**config.mk**
```make
export PLATFORM = sky130hd
export DESIGN_NAME = riscv_id_pipe
export DESIGN_NICKNAME = d
export VERILOG_FILES = /design/src/rtl/riscv_id_pkg.sv /design/src/rtl/riscv_imm_gen.sv /design/src/rtl/riscv_id_pipe.sv
export SDC_FILE = /design/constraint.sdc
export NUM_CORES = 1
export LEC_CHECK = 0
export CAP_MARGIN = 20
export CELL_PAD_IN_SITES_DETAIL_PLACEMENT = 0
export CELL_PAD_IN_SITES_GLOBAL_PLACEMENT = 1
export CORE_ASPECT_RATIO = 2
export CORE_MARGIN = 8
export CORE_UTILIZATION = 32
export CTS_BUF_LIST = sky130_fd_sc_hd__clkbuf_4 sky130_fd_sc_hd__clkbuf_8
export CTS_CLUSTER_SIZE = 8
export DETAILED_ROUTE_END_ITERATION = 8
export PLACE_DENSITY = 0.82
export SYNTH_ARGS = -nofsm -noshare
export SYNTH_HDL_FRONTEND = slang
export SYNTH_SLANG_ARGS = --single-unit
export TNS_END_PERCENT = 100
```
**constraint.sdc**
```tcl
create_clock -name clk -period 2.6 [get_ports clk]
set_clock_uncertainty 0.2 [all_clocks]
set_input_delay 0.52 -clock clk [delete_from_list [all_inputs] [get_ports clk]]
set_output_delay 0.52 -clock clk [all_outputs]
set_load 0.03 [all_outputs]
```
**src/rtl/riscv_id_pkg.sv**
```systemverilog
// ============================================================================
// riscv_id_pkg : shared RV32/RV64 base-ISA opcodes, class codes, imm fields
// Revision     : 1.0
// ============================================================================
`default_nettype none

package riscv_id_pkg;

    localparam logic [6:0] c_opc_lui    = 7'b0110111;
    localparam logic [6:0] c_opc_auipc  = 7'b0010111;
    localparam logic [6:0] c_opc_jal    = 7'b1101111;
    localparam logic [6:0] c_opc_jalr   = 7'b1100111;
    localparam logic [6:0] c_opc_branch = 7'b1100011;
    localparam logic [6:0] c_opc_load   = 7'b0000011;
    localparam logic [6:0] c_opc_store  = 7'b0100011;
    localparam logic [6:0] c_opc_op_imm = 7'b0010011;
    localparam logic [6:0] c_opc_op     = 7'b0110011;
    localparam logic [6:0] c_opc_system = 7'b1110011;

    typedef enum logic [3:0] {
        CLS_NONE    = 4'd0,
        CLS_LUI     = 4'd1,
        CLS_AUIPC   = 4'd2,
        CLS_JAL     = 4'd3,
        CLS_JALR    = 4'd4,
        CLS_BRANCH  = 4'd5,
        CLS_LOAD    = 4'd6,
        CLS_STORE   = 4'd7,
        CLS_OP_IMM  = 4'd8,
        CLS_OP      = 4'd9,
        CLS_SYSTEM  = 4'd10,
        CLS_ILLEGAL = 4'd11
    } op_class_t;

    // Raw immediate fields; the caller sign-extends them to its datapath width.
    function automatic logic [11:0] fld_i(input logic [31:7] ins);
        return ins[31:20];
    endfunction

    function automatic logic [11:0] fld_s(input logic [31:7] ins);
        return {ins[31:25], ins[11:7]};
    endfunction

    function automatic logic [12:0] fld_b(input logic [31:7] ins);
        return {ins[31], ins[7], ins[30:25], ins[11:8], 1'b0};
    endfunction

    function automatic logic [31:0] fld_u(input logic [31:7] ins);
        return {ins[31:12], 12'b0};
    endfunction

    function automatic logic [20:0] fld_j(input logic [31:7] ins);
        return {ins[31], ins[19:12], ins[20], ins[30:21], 1'b0};
    endfunction

endpackage

`default_nettype wire

```
**src/rtl/riscv_imm_gen.sv**
```systemverilog
// ============================================================================
// riscv_imm_gen : I/S/B/U/J immediates, sign-extended from bit 31 to XLEN
// Revision      : 1.0
// ============================================================================
`default_nettype none

module riscv_imm_gen
    import riscv_id_pkg::*;
#(
    parameter int XLEN = 32
) (
    input  logic [31:7]     instr,
    output logic [XLEN-1:0] imm_i,
    output logic [XLEN-1:0] imm_s,
    output logic [XLEN-1:0] imm_b,
    output logic [XLEN-1:0] imm_u,
    output logic [XLEN-1:0] imm_j
);

    assign imm_i = XLEN'($signed(fld_i(instr)));
    assign imm_s = XLEN'($signed(fld_s(instr)));
    assign imm_b = XLEN'($signed(fld_b(instr)));
    assign imm_u = XLEN'($signed(fld_u(instr)));
    assign imm_j = XLEN'($signed(fld_j(instr)));

endmodule

`default_nettype wire

```
**src/rtl/riscv_id_pipe.sv**
```systemverilog
// ============================================================================
// riscv_id_pipe : registered RISC-V decode/operand-select stage with handshake
// Build option  : RISCV_ID_SKID_EN adds a skid entry and a registered in_ready
// Revision      : 1.0
// ============================================================================
`default_nettype none

module riscv_id_pipe
    import riscv_id_pkg::*;
#(
    parameter int XLEN = 32,
    parameter int REGN = 32,
    parameter int REGA = $clog2(REGN)
) (
    input  logic            clk,
    input  logic            rst_n,
    input  logic            in_valid,
    output logic            in_ready,
    input  logic [31:0]     instruction,
    input  logic [XLEN-1:0] pc,
    output logic [REGA-1:0] rs1_addr,
    output logic [REGA-1:0] rs2_addr,
    input  logic [XLEN-1:0] rs1_data,
    input  logic [XLEN-1:0] rs2_data,
    input  logic            flush,
    output logic            out_valid,
    input  logic            out_ready,
    output logic [REGA-1:0] rd,
    output logic [XLEN-1:0] a,
    output logic [XLEN-1:0] b,
    output logic [XLEN-1:0] c,
    output logic [XLEN-1:0] imm,
    output logic [2:0]      funct3,
    output logic            alt,
    output logic [3:0]      op_class,
    output logic            exception
);

    typedef struct packed {
        logic [REGA-1:0] rd;
        logic [XLEN-1:0] a;
        logic [XLEN-1:0] b;
        logic [XLEN-1:0] c;
        logic [XLEN-1:0] imm;
        logic [2:0]      funct3;
        logic            alt;
        op_class_t       op_class;
        logic            exception;
    } bundle_t;

    logic [XLEN-1:0] w_imm_i, w_imm_s, w_imm_b, w_imm_u, w_imm_j;
    bundle_t         w_dec;
    logic            w_use_rd, w_use_rs1, w_use_rs2;
    logic            w_bad_opc, w_bad_len, w_bad_reg, w_bad_shift, w_shift;
    logic            w_accept;

    bundle_t         r_out;
    logic            r_valid;

    riscv_imm_gen #(.XLEN(XLEN)) u_imm_gen (
        .instr (instruction[31:7]),
        .imm_i (w_imm_i),
        .imm_s (w_imm_s),
        .imm_b (w_imm_b),
        .imm_u (w_imm_u),
        .imm_j (w_imm_j)
    );

    assign rs1_addr = instruction[15 +: REGA];
    assign rs2_addr = instruction[20 +: REGA];

    assign w_shift   = (instruction[13:12] == 2'b01);
    assign w_bad_len = (instruction[1:0] != 2'b11);
    // Indices are compared at 6 bits so REGN=32 does not wrap to zero.
    assign w_bad_reg = (w_use_rd  && ({1'b0, instruction[11:7]}  >= 6'(REGN)))
                    || (w_use_rs1 && ({1'b0, instruction[19:15]} >= 6'(REGN)))
                    || (w_use_rs2 && ({1'b0, instruction[24:20]} >= 6'(REGN)));
    assign w_bad_shift = (XLEN == 32) && (instruction[6:0] == c_opc_op_imm)
                      && w_shift && instruction[25];

    always_comb begin
        w_dec          = '0;
        w_dec.funct3   = instruction[14:12];
        w_dec.op_class = CLS_ILLEGAL;
        w_use_rd       = 1'b0;
        w_use_rs1      = 1'b0;
        w_use_rs2      = 1'b0;
        w_bad_opc      = 1'b0;
        case (instruction[6:0])
            c_opc_lui: begin
                w_dec.op_class = CLS_LUI;
                w_dec.a = w_imm_u;  w_dec.imm = w_imm_u;
                w_use_rd = 1'b1;
            end
            c_opc_auipc: begin
                w_dec.op_class = CLS_AUIPC;
                w_dec.a = pc;  w_dec.b = w_imm_u;  w_dec.imm = w_imm_u;
                w_use_rd = 1'b1;
            end
            c_opc_jal: begin
                w_dec.op_class = CLS_JAL;
                w_dec.a = pc;  w_dec.b = XLEN'(3'd4);  w_dec.imm = w_imm_j;
                w_use_rd = 1'b1;
            end
            c_opc_jalr: begin
                w_dec.op_class = CLS_JALR;
                w_dec.a = pc;  w_dec.b = XLEN'(3'd4);  w_dec.imm = w_imm_i;
                w_use_rd = 1'b1;  w_use_rs1 = 1'b1;
            end
            c_opc_op: begin
                w_dec.op_class = CLS_OP;
                w_dec.a = rs1_data;  w_dec.b = rs2_data;
                w_dec.alt = instruction[30];
                w_use_rd = 1'b1;  w_use_rs1 = 1'b1;  w_use_rs2 = 1'b1;
            end
            c_opc_op_imm: begin
                w_dec.op_class = CLS_OP_IMM;
                w_dec.a = rs1_data;  w_dec.b = w_imm_i;  w_dec.imm = w_imm_i;
                w_dec.alt = w_shift && instruction[30];
                w_use_rd = 1'b1;  w_use_rs1 = 1'b1;
            end
            c_opc_load: begin
                w_dec.op_class = CLS_LOAD;
                w_dec.a = rs1_data;  w_dec.b = w_imm_i;  w_dec.imm = w_imm_i;
                w_use_rd = 1'b1;  w_use_rs1 = 1'b1;
            end
            c_opc_store: begin
                w_dec.op_class = CLS_STORE;
                w_dec.a = rs1_data;  w_dec.b = w_imm_s;  w_dec.c = rs2_data;
                w_dec.imm = w_imm_s;
                w_use_rs1 = 1'b1;  w_use_rs2 = 1'b1;
            end
            c_opc_branch: begin
                w_dec.op_class = CLS_BRANCH;
                w_dec.a = rs1_data;  w_dec.b = rs2_data;  w_dec.c = rs2_data;
                w_dec.imm = w_imm_b;
                w_use_rs1 = 1'b1;  w_use_rs2 = 1'b1;
            end
            c_opc_system: begin
                w_dec.op_class = CLS_SYSTEM;
            end
            default: begin
                w_bad_opc = 1'b1;
            end
        endcase
        if (w_use_rd) begin
            w_dec.rd = instruction[7 +: REGA];
        end
        if (w_bad_opc || w_bad_len) begin
            w_dec.op_class = CLS_ILLEGAL;
        end
        // Trapping bundles still flow downstream, but carry no operands.
        if (w_bad_opc || w_bad_len || w_bad_reg || w_bad_shift
            || (instruction[6:0] == c_opc_system)) begin
            w_dec.exception = 1'b1;
            w_dec.a   = '0;
            w_dec.b   = '0;
            w_dec.c   = '0;
            w_dec.imm = '0;
            w_dec.rd  = '0;
        end
    end

    assign w_accept = in_valid && in_ready;

`ifdef RISCV_ID_SKID_EN
    bundle_t r_skid;
    logic    r_skid_valid;

    // in_ready depends only on state, so out_ready never reaches it.
    assign in_ready = rst_n && !flush && !r_skid_valid;

    always_ff @(posedge clk or negedge rst_n) begin
        if (!rst_n) begin
            r_valid      <= 1'b0;
            r_out        <= '0;
            r_skid_valid <= 1'b0;
            r_skid       <= '0;
        end else if (flush) begin
            r_valid      <= 1'b0;
            r_out        <= '0;
            r_skid_valid <= 1'b0;
            r_skid       <= '0;
        end else if (!r_valid || out_ready) begin
            if (r_skid_valid) begin
                r_out        <= r_skid;
                r_valid      <= 1'b1;
                r_skid_valid <= 1'b0;
            end else begin
                r_valid <= w_accept;
                if (w_accept) begin
                    r_out <= w_dec;
                end
            end
        end else if (w_accept) begin
            r_skid       <= w_dec;
            r_skid_valid <= 1'b1;
        end
    end
`else
    assign in_ready = rst_n && !flush && (!r_valid || out_ready);

    always_ff @(posedge clk or negedge rst_n) begin
        if (!rst_n) begin
            r_valid <= 1'b0;
            r_out   <= '0;
        end else if (flush) begin
            r_valid <= 1'b0;
            r_out   <= '0;
        end else if (!r_valid || out_ready) begin
            r_valid <= w_accept;
            if (w_accept) begin
                r_out <= w_dec;
            end
        end
    end
`endif

    assign out_valid = r_valid;
    assign rd        = r_out.rd;
    assign a         = r_out.a;
    assign b         = r_out.b;
    assign c         = r_out.c;
    assign imm       = r_out.imm;
    assign funct3    = r_out.funct3;
    assign alt       = r_out.alt;
    assign op_class  = r_out.op_class;
    assign exception = r_out.exception;

endmodule

`default_nettype wire

```
==> results of run 1 <==
==> path summary, 6_finish.rpt <==
check | startpoint | end | slack [ns] | cells past startpoint
setup / recovery | instruction[5] | c[19] | 0.05 | 7
hold / removal | rst_n | out_valid | -0.04 | 2
setup reg to reg | out_valid | c[19] | 0.26 | 6
hold reg to reg | a[21] | a[21] | 0.28 | 2
max in group asynchronous | rst_n | c[23] | 1.56 | 2
min in group clk | rst_n | out_valid | 0.25 | 4
==> per-layer routing <==
metal	GRT usage, %	vias up	share of wire (%)
met5	0	-	0
met4	11.3	0	4.0
met3	5.30	53	5.8
met2	40.0	267	54
met1	23.0	3270	37
li1	-	3106	-
==> logic make-up (layout without fill, tap and decap cells) <==
logic type             count (synthesis)  count (layout)  synth area share (%)
buffers and inverters                 66             392                  4.65
muxes                                  1               1                 0.151
other                                  0               2                     0
DFF                                  143             143                  54.1
and+or+nand+nor                      171             171                  12.1
AOI/OAI and AO/OA                    298             298                  29.0
==> worst max-delay path, delay by kind of cell <==
kind                   cells  cell delay, ns
buffers and inverters      2            0.67
AND/OR/NAND/NOR            3            0.90
AO/OA/AOI/OAI              2            0.62
==> flip-flops by register name, summed over array words and instances, names as in the netlist <==
signal,flops
a,32
alt,1
b,32
c,32
exception,1
funct3,3
imm,32
op_class,4
out_valid,1
rd,5
==> final cells by class <==
cell class                 instances  area [sq um]
multi-input combinational        470          2770
timing repair buffer             359          3620
fill                            1900          9600
tap                              266           333
inverter                           1          3.75
antenna                            2          5.00
clock buffer                      23           310
sequential                       143          3580
clock inverter                     9           154
==> power by group through the flow <==
stage               sequential [mW]  clock, mW  combinational [mW]
finish                         2.23       2.08               0.686
detailed placement             2.28          0               0.687
global route                   2.24       2.21               0.731
CTS                            2.23       2.12               0.689
floorplan                      2.30          0               0.192
global placement               2.28          0               0.685
==> what timing repair did <==
action / 4_1_cts / 5_1_grt
pin swaps: 0 / 2
setup endpoints to repair: 1 / 61
gates resized for setup: 1 / 3
==> placed cells by master (no fill, tap or decap), types with 2 or more instances in the layout <==
cell type and count:
buf_4 61, clkinv_2 2, a31oi_1 3, a311oi_1 2, nor2_2 2, a21oi_1 76
nand2b_1 6, clkdlybuf4s50_1 277, a22o_1 84, nand2_1 103, nor3_2 2, o21a_1 2
nor2_1 21, diode_2 2, nand3b_1 2, buf_6 4, nor2b_1 8, buf_12 17
clkbuf_8 22, nand3_1 4, a22oi_1 22, and3_1 4, nor3_1 4, a21oi_2 2
bufinv_16 4, o21ai_0 93, o21ai_1 2, dfrtp_1 143, a21o_1 2, nor4_1 3
clkinvlp_4 2
==> metrics.csv, run 1 <==
stage,metric,value,unit
run_status,outcome,finished with violations,
run_status,failing checks,negative hold slack,
yosys,post-synthesis sequential area ratio,54.1,%
placed_design,post-place setup slack,-0.512,ns
pwr,Clock power frac,41.5,%
pwr,Logic pwr share,13.7,%
pwr,Seq pwr share,44.7,%
clock_tree,"Reg clk slew, reported paths",0.08,ns
die,die footprint,25800,sq um
placed_design,DP Wirelength,21900,um
yosys,Synth top area share,54.1,%
sta,final count of pins violating max slew,0,
clock_tree,clock tree from TritonCTS,yes,
yosys,Post-Synthesis Cell Area,6610,sq um
pwr,P_sw,1.25,mW
min_path,Worst Hold Class,in2async,
route,WL per Instance,22.6,um
placed_design,IO Port Bufs,286,
die,Horiz. Die Dim,118,um
final_layout,Synth-to-Final Area Change,62.9,%
die,I/O pins,287,
final_layout,"Cell Count, Final, Fillers Out",1273,
route,drt total wl,28800,um
clock_tree,latest clock arrival within the worst-skew pair,0.45,ns
yosys,"top cells by area, synth","dfrtp_1 54%, a22o_1 11%, o21ai_0 7.1%, a21oi_1 5.9%, nand2_1 5.8%",
pwr,Peak VDD IR,0.369,mV
yosys,asr flop ratio synth,100,%
global_routing,GRT Residual Overflow,0,
placed_design,gpl congestion,0.930,
pwr,Pleak,4.48,nW
pwr,pwr dens,464,nW/um^2
sta,final setup margin,0.0541,ns
sta,fin crit period,2.55,ns
job,max cap viols,0,
worst_setup_path,startpoint types,input port,
sta,fmax,393,MHz
worst_setup_path,crit-path cells,"clkdlybuf4s50_1, nand4b_1, a2111o_1, or4b_4, nor2_8, buf_12, a22o_1",
route,TritonRoute pass-1 iters,5,
die,Initial Util,32.5,%
final_layout,fin area,10800,sq um
worst_setup_path,worst-path maximum fanout,25,
global_routing,initial antenna violation count,0,
worst_setup_path,Setup crit end kind,register,
yosys,yosys warns,0,
worst_setup_path,slowest CP cell,or4b_4,
pwr,P_int,3.74,mW
route,DRC viols,0,
clock_tree,Post-CTS Hold Fix Bufs,0,
sta,Hold WS,-0.0364,ns
sta,measured slew at the worst slew-check pin,0.844,ns
clock_tree,CTS Buf Count,17,
final_layout,layout cells sized above 1,12.6,%
die,row count,74,
sta,final worst-path cycle share,97.9,%
pwr,Tot Pwr,5.00,mW
global_routing,pin count of the biggest net entering global routing,146,
pwr,Net Sw Frac,25.1,%
sta,Rel. slew slack,43.7,%
worst_setup_path,Critical Path Max Stage Delay,0.61,ns
placed_design,dpl cell area,10300,sq um
clock_tree,CTS H-tree lvls,4,
clock_tree,Root Buffer Master,clkbuf_8,
final_layout,Final #Nets,1125,
yosys,"Avg Cell Area, Syn",9.74,sq um
worst_setup_path,CP required,2.78,ns
route,starting DRC count in detailed routing,447,
worst_setup_path,Critical Path AT,2.73,ns
route,vias,6696,
die,Die Ht,219,um
sta,TNS Setup,0,ns
placed_design,dpl cells,1239,
final_layout,fin util,52.9,%
clock_tree,CTS sink cnt,143,
yosys,"area leader, netlist",dfrtp_1,
clock_tree,Longest Clk Path Bufs,2,
route,ANT nets after route,0,
yosys,cell count after synthesis,679,
yosys,Post-synth top cells,"143 x dfrtp_1, 103 x nand2_1, 94 x o21ai_0",
clock_tree,# Post-CTS Setup Buffers,0,
yosys,Post-synth top flop,dfrtp_1,
global_routing,first-pass GRT wire length,43400,um
global_routing,Overall Global Routing Usage,22.0,%
yosys,Synthesized Nets,812,
yosys,Synth Register Bits,143,
route,Vias/cell,5.26,
yosys,most common cell in the netlist,dfrtp_1,
sta,RSZ-0062 raised after global routing,no,
worst_setup_path,CP Class,in2reg,
yosys,count of different cell masters after synthesis,46,
sta,Final Hold Fails,35,
die,Core Box Area,20400,sq um
sta,Final setup viols,0,
global_routing,vias in the first global route,7091,
yosys,number of synthesized flops with an enable pin,0,
No activity file was read; power rests on OpenSTA's default activity.
==> run 2: changes to the inputs <==
CORE_MARGIN = 5   (was 8)
==> run 2 against run 1 <==
The flow still finishes with violations (negative hold slack). Sequential power is essentially flat. Die area decreased by 7.7%. Critical path depth unchanged.
==> metrics.csv, run 2 (synthesis gave the netlist of run 1 again) <==
stage,metric,value,unit,change
final_layout,fin area,10700,sq um,-0.74%
final_layout,fin util,52.5,%,-0.39 points
die,Horiz. Die Dim,112,um,-5.1%
sta,measured slew at the worst slew-check pin,0.802,ns,-0.0417 ns
sta,Final Hold Fails,2,,-94%
worst_setup_path,crit-path cells,"clkdlybuf4s50_1, nand4b_1, a2111o_1, or4b_4, nor2_8, buf_12, a22o_1",,
die,I/O pins,287,,unchanged
job,max cap viols,0,,unchanged
global_routing,pin count of the biggest net entering global routing,146,,unchanged
placed_design,IO Port Bufs,286,,unchanged
placed_design,dpl cell area,10300,sq um,-0.32%
worst_setup_path,FF-to-FF Start,out_valid,,
worst_setup_path,Critical Path AT,2.76,ns,+0.03 ns
clock_tree,clock tree from TritonCTS,yes,,
global_routing,vias in the first global route,6986,,-1.5%
worst_setup_path,CP required,2.80,ns,+0.02 ns
clock_tree,Root Buffer Master,clkbuf_8,,
route,ANT nets after route,0,,unchanged
final_layout,"leading cell type in the layout, fill and taps excluded",clkdlybuf4s50_1,,
placed_design,gpl congestion,0.946,,+1.7%
final_layout,final-layout fill cell count,1886,,-0.74%
clock_tree,Post-CTS Hold Fix Bufs,0,,unchanged
placed_design,dpl cells,1237,,-0.16%
global_routing,initial antenna violation count,0,,unchanged
die,Die Ht,213,um,-2.7%
clock_tree,latest clock arrival within the worst-skew pair,0.45,ns,about the same
run_status,failing checks,negative hold slack,,
die,Initial Util,32.5,%,unchanged
worst_setup_path,slowest CP cell,or4b_4,,
sta,fmax,389,MHz,-0.85%
worst_setup_path,CP Buf/Inv Count,2,,unchanged
route,TritonRoute pass-1 iters,7,,+2
route,DRC viols,0,,unchanged
global_routing,GRT Residual Overflow,0,,unchanged
clock_tree,CTS Buf Count,17,,unchanged
placed_design,DP Wirelength,21300,um,-2.8%
final_layout,Final #Nets,1123,,-0.18%
sta,RSZ-0062 raised after global routing,yes,,
clock_tree,Longest Clk Path Bufs,2,,unchanged
die,Core Box Area,20400,sq um,unchanged
sta,final worst-path cycle share,98.8,%,+0.84 points
final_layout,Synth-to-Final Area Change,61.7,%,
die,row count,74,,unchanged
final_layout,"Cell Count, Final, Fillers Out",1269,,-0.31%
final_layout,area of the multi-input gates,2780,sq um,+0.27%
final_layout,# diodes,0,,-2
global_routing,first-pass GRT wire length,42100,um,-3.1%
min_path,Worst Hold Class,in2async,,
final_layout,layout cells sized above 1,12.5,%,-0.17 points
route,WL per Instance,22.1,um,-2.4%
run_status,outcome,finished with violations,,
clock_tree,CTS H-tree lvls,4,,unchanged
global_routing,Overall Global Routing Usage,23.1,%,+1.2 points
sta,fin crit period,2.57,ns,+0.0218 ns
sta,final count of pins violating max slew,0,,unchanged
sta,Rel. slew slack,46.5,%,+2.8 points
worst_setup_path,Top delay family on crit path,simple AND/OR/NAND/NOR gates,,
clock_tree,CTS sink cnt,143,,unchanged
route,starting DRC count in detailed routing,354,,-21%
clock_tree,"Reg clk slew, reported paths",0.09,ns,about the same
sta,TNS Setup,0,ns,unchanged
worst_setup_path,Setup crit end kind,register,,
route,vias,6664,,-0.48%
final_layout,register area,3580,sq um,unchanged
sta,Final setup viols,0,,unchanged
worst_setup_path,worst-path maximum fanout,25,,unchanged
pwr,Pleak,4.43,nW,-1.0%
sta,Hold WS,-0.00347,ns,+0.0329 ns
worst_setup_path,CP Class,in2reg,,
final_layout,most frequent cells in the layout,"277 x clkdlybuf4s50_1, 143 x dfrtp_1, 103 x nand2_1",,
die,die footprint,23800,sq um,-7.7%
route,Vias/cell,5.25,,-0.16%
worst_setup_path,crit path from,instruction[4],,
route,drt total wl,28000,um,-2.7%
worst_setup_path,Critical Path Max Stage Delay,0.63,ns,+0.02 ns
pwr,pwr dens,455,nW/um^2,-1.9%
worst_setup_path,startpoint types,input port,,
pwr,Peak VDD IR,0.267,mV,-28%
[run 2: changes by cell type in the layout (fill, tap and decap cells not counted), sizes merged]
cell and change:
clkinvlp +2, inv +5, buf -2, clkbuf -5, diode -2, bufinv -1
clkinv -1
[run 2: where the power goes]
part	switching [mW]	internal, mW
combinational	0.360	0.322
clock	0.957	0.989
sequential	0.00469	2.23
[run 2: repair_timing]
action / 4_1_cts / 5_1_grt
endpoints found under the setup margin: 0 / 35
resized for setup: 0 / 2
buffers inserted: 0 / 0
[run 2: final cells by class]
class	instances	area share (%)
Clock buffer	18	2.32
Clock inverter	14	1.66
Inverter	1	0.0351
Multi-Input combinational cell	470	26.0
Sequential cell	143	33.5
Tap cell	266	3.11
Timing Repair Buffer	357	33.4
[run 2: through the flow]
stage	total power [mW]	setup WS (ns)
6_report	4.86	0.0323
5_1_grt	5.03	-0.00432
4_1_cts	4.91	0.0334
3_5_place_dp	2.96	-0.452
3_3_place_gp	2.96	-0.410
2_1_floorplan	2.49	0.0406
[run 2: metal layers]
metal  part of all wire [%]  global-route usage [%]  wire length, um
met5                      0                       0                0
met3                    4.8                    4.74             1350
met2                     55                    42.8            15400
met4                    3.5                    10.1              990
met1                     37                    25.3            10300
[run 2: final timing paths]
check | end | slack [ns] | depth (start not counted)
worst max-delay path | c[23] | 0.03 | 7
worst max register to register | c[23] | 0.25 | 6
min in group clk | out_valid | 0.26 | 4
worst min register to register | a[15] | 0.28 | 2
max in group asynchronous | imm[22] | 1.61 | 2
worst min-delay path | op_class[3] | -0.003 | 2
[run 2: worst reg2reg max path, cell delays in order (launching register included)]
cell	delay, ns
dfrtp_1	0.39
nor2b_1	0.15
a2111o_1	0.42
or4b_4	0.64
nor2_8	0.15
buf_12	0.18
a22o_1	0.17
